## src/rtl/cop0_exc_unit.sv

```systemverilog
// Coprocessor-0 exception/interrupt unit: status/cause/EPC registers, trap and eret sequencing.
// Define COP0_TIMER_EN to build the Count/Compare timer; without it those registers read 0.
module cop0_exc_unit #(
  parameter int          NUM_EXC    = 4,
  parameter int          NUM_IRQ    = 6,
  parameter logic [31:0] EXC_VECTOR = 32'h80000180
) (
  input  logic                 clk,
  input  logic                 reset,
  input  logic                 mt_en,
  input  logic [4:0]           wreg,
  input  logic [31:0]          wdata,
  input  logic [4:0]           rreg,
  output logic [31:0]          rdata,
  input  logic [NUM_EXC-1:0]   exc_valid,
  input  logic [5*NUM_EXC-1:0] exc_code,
  input  logic [31:0]          exc_pc,
  input  logic [31:0]          exc_badaddr,
  input  logic [NUM_IRQ-1:0]   irq,
  input  logic                 eret,
  output logic                 redirect,
  output logic [31:0]          redirect_pc,
  output logic                 flush,
  output logic                 kernel_mode,
  output logic [31:0]          epc
);

  localparam logic [4:0] R_BADVADDR = 5'd8;
  localparam logic [4:0] R_COUNT    = 5'd9;
  localparam logic [4:0] R_COMPARE  = 5'd11;
  localparam logic [4:0] R_STATUS   = 5'd12;
  localparam logic [4:0] R_CAUSE    = 5'd13;
  localparam logic [4:0] R_EPC      = 5'd14;

  typedef enum logic [1:0] {S_RUN, S_TRAP, S_RET} state_t;

  state_t             state_q, state_d;
  logic [31:0]        badvaddr_q, badvaddr_d;
  logic [31:0]        epc_q, epc_d;
  logic [4:0]         exccode_q, exccode_d;
  logic               ie_q, ie_d, exl_q, exl_d, um_q, um_d;
  logic [7:0]         im_q, im_d;
  logic [1:0]         ip_sw_q, ip_sw_d;
  logic [NUM_IRQ-1:0] irq_q;
  logic [31:0]        count_q, compare_q;
  logic               ti_q;
  logic [5:0]         irq_ext;
  logic [7:0]         ip;
  logic [4:0]         win_code;
  logic               irq_take, accept;

`ifdef COP0_TIMER_EN
  // A Compare write clears TI even when the match fires in the same cycle.
  always_ff @(posedge clk) begin
    if (reset) begin
      count_q   <= '0;
      compare_q <= '0;
      ti_q      <= 1'b0;
    end else begin
      count_q <= (mt_en && wreg == R_COUNT) ? wdata : count_q + 32'd1;
      if (mt_en && wreg == R_COMPARE) begin
        compare_q <= wdata;
        ti_q      <= 1'b0;
      end else if (count_q == compare_q) begin
        ti_q <= 1'b1;
      end
    end
  end
`else
  assign count_q   = '0;
  assign compare_q = '0;
  assign ti_q      = 1'b0;
`endif

  always_comb begin
    irq_ext                = '0;
    irq_ext[NUM_IRQ-1:0]   = irq_q;
  end

  assign ip       = {irq_ext[5] | ti_q, irq_ext[4:0], ip_sw_q};
  assign irq_take = ie_q & ~exl_q & (|(ip & im_q));
  assign accept   = (|exc_valid) | irq_take;

  // Scan from the top so the lowest-numbered valid source is left in win_code.
  always_comb begin
    win_code = '0;
    for (int i = NUM_EXC - 1; i >= 0; i--) begin
      if (exc_valid[i]) win_code = exc_code[5*i +: 5];
    end
  end

  always_comb begin
    state_d    = state_q;
    badvaddr_d = badvaddr_q;
    epc_d      = epc_q;
    exccode_d  = exccode_q;
    ie_d       = ie_q;
    exl_d      = exl_q;
    um_d       = um_q;
    im_d       = im_q;
    ip_sw_d    = ip_sw_q;
    if (mt_en) begin
      case (wreg)
        R_BADVADDR: badvaddr_d = wdata;
        R_STATUS: begin
          ie_d  = wdata[0];
          exl_d = wdata[1];
          um_d  = wdata[4];
          im_d  = wdata[15:8];
        end
        R_CAUSE:  ip_sw_d = wdata[9:8];
        R_EPC:    epc_d   = wdata;
        default:  ;
      endcase
    end
    case (state_q)
      S_RUN: begin
        if (accept) begin
          state_d    = S_TRAP;
          exccode_d  = win_code;
          exl_d      = 1'b1;
          badvaddr_d = exc_badaddr;
          if (!exl_q) epc_d = exc_pc;
        end else if (eret) begin
          state_d = S_RET;
          exl_d   = 1'b0;
        end
      end
      default: state_d = S_RUN;
    endcase
  end

  always_ff @(posedge clk) begin
    if (reset) begin
      state_q    <= S_RUN;
      badvaddr_q <= '0;
      epc_q      <= '0;
      exccode_q  <= '0;
      ie_q       <= 1'b0;
      exl_q      <= 1'b1;
      um_q       <= 1'b0;
      im_q       <= '0;
      ip_sw_q    <= '0;
      irq_q      <= '0;
    end else begin
      state_q    <= state_d;
      badvaddr_q <= badvaddr_d;
      epc_q      <= epc_d;
      exccode_q  <= exccode_d;
      ie_q       <= ie_d;
      exl_q      <= exl_d;
      um_q       <= um_d;
      im_q       <= im_d;
      ip_sw_q    <= ip_sw_d;
      irq_q      <= irq;
    end
  end

  always_comb begin
    case (rreg)
      R_BADVADDR: rdata = badvaddr_q;
      R_COUNT:    rdata = count_q;
      R_COMPARE:  rdata = compare_q;
      R_STATUS:   rdata = {16'b0, im_q, 3'b0, um_q, 2'b0, exl_q, ie_q};
      R_CAUSE:    rdata = {1'b0, ti_q, 14'b0, ip, 1'b0, exccode_q, 2'b0};
      R_EPC:      rdata = epc_q;
      default:    rdata = '0;
    endcase
  end

  assign redirect    = (state_q != S_RUN);
  assign flush       = (state_q == S_TRAP);
  assign redirect_pc = (state_q == S_RET) ? epc_q : EXC_VECTOR;
  assign kernel_mode = exl_q | ~um_q;
  assign epc         = epc_q;

endmodule

```

## config.mk

```make
export PLATFORM = sky130hd
export DESIGN_NAME = cop0_exc_unit
export DESIGN_NICKNAME = d
export VERILOG_FILES = /design/src/rtl/cop0_exc_unit.sv
export SDC_FILE = /design/constraint.sdc
export NUM_CORES = 1
export LEC_CHECK = 0
export BUFFER_PORTS_ARGS = -buffer_cell sky130_fd_sc_hd__buf_2
export CORE_AREA = 3 3 148 150
export CTS_BUF_LIST = sky130_fd_sc_hd__clkbuf_8 sky130_fd_sc_hd__clkbuf_16
export DETAILED_ROUTE_END_ITERATION = 12
export DIE_AREA = 0 0 151 153
export GPL_ROUTABILITY_DRIVEN = 0
export PLACE_DENSITY = 0.64
export SLEW_MARGIN = 10
export SYNTH_ARGS = -nofsm -noshare
export SYNTH_HDL_FRONTEND = slang
export SYNTH_SLANG_ARGS = --single-unit
```

## constraint.sdc

```tcl
create_clock -name clk -period 1.65 [get_ports clk]
set_input_delay 0.165 -clock clk [delete_from_list [all_inputs] [get_ports clk]]
set_output_delay 0.165 -clock clk [all_outputs]
set_load 0.02 [all_outputs]
```

==> results.yml, run 1 <==
synthesis:
  synth-async-reset-ratio: 0
  synth_area_um2: 5579
  ys_types: 40
  synth_edf_count: 0
  ys.flop_type: "dfxtp_1"
  yosysSeqAreaShare: 0.3229
  syn_nets: 815
  ys_ff_latch: 90
  avgSynthCellArea_um2: 8.265
  yosysWarnings: 0
  syn_inst: 675
placement:
  dp_slack_ns: -0.09271
  hpwl_um: 15950
  numPortBuffers: 238
  postPlaceCellArea_um2: 7418
status:
  outcome: "finished with violations"
  violations: "negative setup slack"
cts:
  cts_made_buffers: 9
  cts.clk_slew.worst_paths_ns: 0.06
  clockRootBuffer: "clkbuf_16"
  cts_tree: "yes"
  cts_max_path_buffers: 2
  cts_max_level: 3
  clock_latency_ns: 0.35
  clkSinkCount: 90
  hold_buffers: 0
route:
  vias: 6174
  drt-total-wl_um: 23800
  drtIter0Drc: 322
  drc: 0
  dr.pass1.iters: 7
  wire_per_inst_um: 19.91
  ant_nets: 0
  routed_via_density: 5.167
setup_path:
  cp-start-kind: "register"
  cp_num_buf_inv: 2
  max_stage_delay_ns: 0.32
  critPathRequiredTime_ns: 1.88
  cp_data_arrival_time_ns: 1.93
  path_delay_family: "buffers and inverters"
  end_kind: "register"
  crit_type: "reg2reg"
  cp_cell_sequence: "a22oi_2 > and4_4 > o32ai_4 > buf_4 > clkbuf_16 > mux2_1"
  slowest_stage: "dfxtp_2"
  rrSetupSlack_ns: -0.05
  crit_fanout: 5
min_path:
  worstHoldPathType: "in2reg"
floorplan:
  rows: 53
  die_w_um: 151
  dieArea_um2: 23100
  fp.dieH_um: 153
  io_pins: 239
  core_area_um2: 20820
  initial_core_util: 0.2679
timing:
  setup_viol: 47
  setup_ws_ns: -0.05290
  rsz0062_at_grt: "true"
  fmax_mhz: 587.2
  hold_ws_ns: 0.06525
  tns_ns: -0.8610
  worst_pin_slew_ns: 0.7378
  finalCriticalPeriod_ns: 1.703
  period_share: 1.032
  drv_slew: 0
  clock_skew_ns: 0.006428
  finalHoldViolCount: 0
  slew_headroom: 0.5081
grt:
  grt_pass1_vias: 5954
  grt_start_max_net_pins: 47
  grt_pass1_wl_um: 32650
  antenna_found_initial: 4
  grtUsageTotal: 0.1814
  grt_overflow: 0
pwr:
  comb_power_share: 0.189
  intPower_w: 0.004079
  power_switching_w: 0.001511
  seqPwrFrac: 0.424
  power_density_nw_per_um2: 679.5
  p_sw_frac: 0.2703
  clkPwrFrac: 0.387
  leakage_nw: 3.709
  vdd_drop_max_mv: 0.4517
final_layout:
  multiInputGateArea_um2: 3652
  fin_area_um2: 8225
  synthToLayoutAreaGrowth_pct: 47.43
  mostFrequentLayoutCells: "buf_2, dfxtp_1, a21oi_1, nor2b_1, o21ai_0"
  layout_commonest_cell: "buf_2"
  fill_cells: 2136
  utilization: 0.3950
  nNetsFinal: 1055
  drive_gt1_frac: 0.4418
  seqCellArea_um2: 1809
job:
  cap_violations: 0
[kinds of logic (layout without fill, tap and decap cells)]
family / count (synthesis) / count (layout) / share of synthesized area
AND/OR/NAND/NOR: 223 / 223 / 0.2292
AO/OA/AOI/OAI: 207 / 207 / 0.2256
flip-flops: 90 / 90 / 0.3229
buffers and inverters: 78 / 322 / 0.06010
multiplexers: 77 / 77 / 0.1621
other: 0 / 1 / 0
[stage by stage]
stage                     power, W  instances
after floorplan           0.002937        675
after global placement    0.003400       1169
after detailed placement  0.003418       1169
after CTS                 0.005590       1184
after global routing      0.005810       1195
final                     0.005589       1195
[synth_stat cells, drive strengths merged, types with 2 or more instances]
library cell / instances / area (µm²)
a22oi: 27 / 202.7
a211oi: 10 / 75.07
nand2b: 5 / 31.28
nor2: 16 / 60.06
nor4b: 2 / 23.77
and2: 31 / 193.9
nand2: 18 / 67.56
mux2: 65 / 784.5
dfxtp: 90 / 1802
and3: 2 / 12.51
nand3: 64 / 320.3
a22o: 17 / 148.9
a222oi: 6 / 60.06
inv: 12 / 45.04
clkbuf: 47 / 176.4
nor4: 3 / 33.78
nand4bb: 2 / 22.52
nor2b: 73 / 456.7
o21ai: 69 / 345.3
a21oi: 74 / 370.4
buf: 19 / 113.9
mux2i: 12 / 120.1
[cell type report]
| class | count | share of cell area |
|---|---|---|
| multi-input cells | 507 | 0.4440 |
| repair buffers | 295 | 0.2513 |
| flip-flops and latches | 90 | 0.2200 |
| well taps | 275 | 0.04183 |
| clock buffers | 12 | 0.03240 |
| inverters | 12 | 0.005476 |
| clock inverters | 3 | 0.004716 |
| diodes | 1 | 0.0003042 |
[layer usage]
metal	GRT usage	vias up	share of wire
li1	-	2905	-
met5	0	-	0.0017
met4	0.04793	6	0.012
met3	0.04595	30	0.070
met1	0.2285	2973	0.43
met2	0.3071	260	0.49
[registers in the layout, indices dropped and copies added (netlist names)]
register / count
exl_q: 1
exccode_q: 5
state_q: 2
epc: 32
ie_q: 1
um_q: 1
badvaddr_q: 32
ip_sw_q: 2
irq_ext: 6
im_q: 8
[power groups by stage]
stage / Sequential [W] / Combinational [W] / Clock (W)
2_1_floorplan: 0.00242 / 0.000519 / 0
3_3_place_gp: 0.00241 / 0.000989 / 0
3_5_place_dp: 0.00241 / 0.00101 / 0
4_1_cts: 0.00237 / 0.00101 / 0.00222
5_1_grt: 0.00239 / 0.00114 / 0.00229
6_report: 0.00237 / 0.00106 / 0.00216
[final timing paths]
path | startpoint | to | depth (start not counted)
max | irq_ext[2] | epc[13] | 6
min | irq[5] | irq_ext[5] | 2
max reg2reg | irq_ext[2] | epc[13] | 6
min reg2reg | um_q | um_q | 2
[what timing repair did]
| action | 4_1_cts | 5_1_grt |
|---|---|---|
| cloned | 0 | 6 |
| buffers inserted | 0 | 4 |
| resized for setup | 7 | 103 |
| pin swaps | 0 | 9 |
| endpoints found under the setup margin | 70 | 96 |
No activity file was read; power rests on OpenSTA's default activity.
==> inputs of run 2 (changes only) <==
PLACE_DENSITY = 0.62   (was 0.64)
clock period = 2 ns   (was 1.65 ns; I/O delays follow)
==> results.yml, run 2 (synthesized netlist as in run 1, its figures left out) <==
setup_path:
  reg2reg_depth: 5
  rrSetupSlack_ns: 0.18
  cp-start-kind: "register"
  max_stage_delay_ns: 0.38
  cp_data_arrival_time_ns: 2.05
  crit_type: "reg2reg"
  r2r_end: "epc[1]"
  slowest_stage: "and4_1"
  r2r-start: "im_q[4]"
  crit_fanout: 15
  critPathRequiredTime_ns: 2.23
  end_kind: "register"
  cp_cell_sequence: "a22oi_1 > and4_1 > o32ai_4 > buf_4 > mux2_1"
pwr:
  power_density_nw_per_um2: 628.0
  leakage_nw: 3.478
  vdd_drop_max_mv: 0.3329
floorplan:
  die_w_um: 151
  io_pins: 239
  rows: 53
  fp.dieH_um: 153
  core_area_um2: 20820
  dieArea_um2: 23100
  initial_core_util: 0.2679
timing:
  rsz0062_at_grt: "false"
  setup_viol: 0
  drv_slew: 0
  clock_skew_ns: 0.007027
  period_share: 0.9094
  tns_ns: 0
  fmax_mhz: 549.8
  finalHoldViolCount: 0
  slew_headroom: 0.4897
  finalCriticalPeriod_ns: 1.819
  worst_pin_slew_ns: 0.7655
grt:
  grt_overflow: 0
  grt_start_max_net_pins: 40
  antenna_found_initial: 3
  grt_pass1_wl_um: 32550
  grtUsageTotal: 0.1803
  grt_pass1_vias: 5769
placement:
  hpwl_um: 15740
  postPlaceCellArea_um2: 7226
  post-place-cells: 1154
  numPortBuffers: 238
cts:
  clockRootBuffer: "clkbuf_16"
  cts_max_path_buffers: 2
  cts_max_level: 3
  cts_setup_buffers: 0
  cts_made_buffers: 9
  cts_tree: "yes"
  hold_buffers: 0
  clkSinkCount: 90
  clock_latency_ns: 0.34
  cts.clk_slew.worst_paths_ns: 0.07
  cts_resized: 0
final_layout:
  layoutNonFillerInstCount: 1170
  layout_commonest_cell: "buf_2"
  nNetsFinal: 1030
  num_antenna_cells: 0
  mostFrequentLayoutCells: "buf_2, dfxtp_1, a21oi_1, nor2b_1, o21ai_0"
  synthToLayoutAreaGrowth_pct: 35.82
  fin_area_um2: 7577
  drive_gt1_frac: 0.3754
job:
  cap_violations: 0
min_path:
  worstHoldPathType: "in2reg"
  min-delay-start: "irq[5]"
  worstHoldEndpoint: "irq_ext[5]"
  hold_depth: 2
route:
  drc: 0
  drt-total-wl_um: 21670
  routed_via_density: 5.083
  drtIter0Drc: 388
  vias: 5947
  dr.pass1.iters: 5
  wire_per_inst_um: 18.52
  ant_nets: 0
status:
  outcome: "finished clean"
==> run 2: cell count changes in the layout (fill, tap and decap cells not counted), sizes merged <==
cell    delta
diode      -1
bufinv     +2
clkinv     +1
clkbuf     -6
buf       -21
==> run 2: metal layers <==
metal	up-vias	global-route usage	share of wire
met5	-	0	0.0014
met4	6	0.05311	0.015
met3	27	0.04180	0.075
met2	255	0.2986	0.49
met1	2806	0.2329	0.42
li1	2853	-	-
==> run 2: final cells by class <==
class | count | area (µm²)
fillers | 2197 | 13250
flip-flops and latches | 90 | 1802
well taps | 275 | 344.1
inverters | 12 | 45.04
clock inverters | 6 | 112.6
clock buffers | 10 | 239.0
multi-input cells | 507 | 3513
repair buffers | 270 | 1521
==> run 2: critical path, delay by kind of cell (launching register included) <==
family          cells  cell delay [ns]
compound gates      2             0.43
buf+inv             1             0.23
flops               1             0.33
mux                 1             0.33
simple gates        1             0.38
==> run 2: where the power goes <==
part	switching (W)	total, W	internal, W
combinational	0.000425	0.000792	0.000367
sequential	0.0000682	0.00196	0.00189
clock	0.000749	0.00201	0.00126
total	0.00124	0.00476	0.00352
==> run 2: stage by stage <==
| stage | hold slack, ns | util | setup slack [ns] | total power (W) |
|---|---|---|---|---|
| after CTS | 0.06017 | 0.3639 | 0.1674 | 0.004814 |
| after global routing | 0.07694 | 0.3639 | 0.04876 | 0.004971 |
| final | 0.07576 | 0.3639 | 0.1812 | 0.004759 |
| after floorplan | 0.3282 | - | 0.3138 | 0.002423 |
| after detailed placement | 0.4300 | 0.3470 | 0.1774 | 0.002791 |
| after global placement | 0.4208 | 0.3470 | 0.1977 | 0.002782 |
==> run 2: worst max path at each step <==
| stage | slack (ns) | to | start |
|---|---|---|---|
| after global placement | 0.20 | epc[23] | irq_ext[5] |
| after CTS | 0.17 | epc[5] | im_q[4] |
| after global routing | 0.05 | epc[28] | im_q[4] |
| final | 0.18 | epc[1] | im_q[4] |
| after floorplan | 0.31 | epc[0] | state_q[1] |
| after detailed placement | 0.18 | epc[5] | im_q[4] |
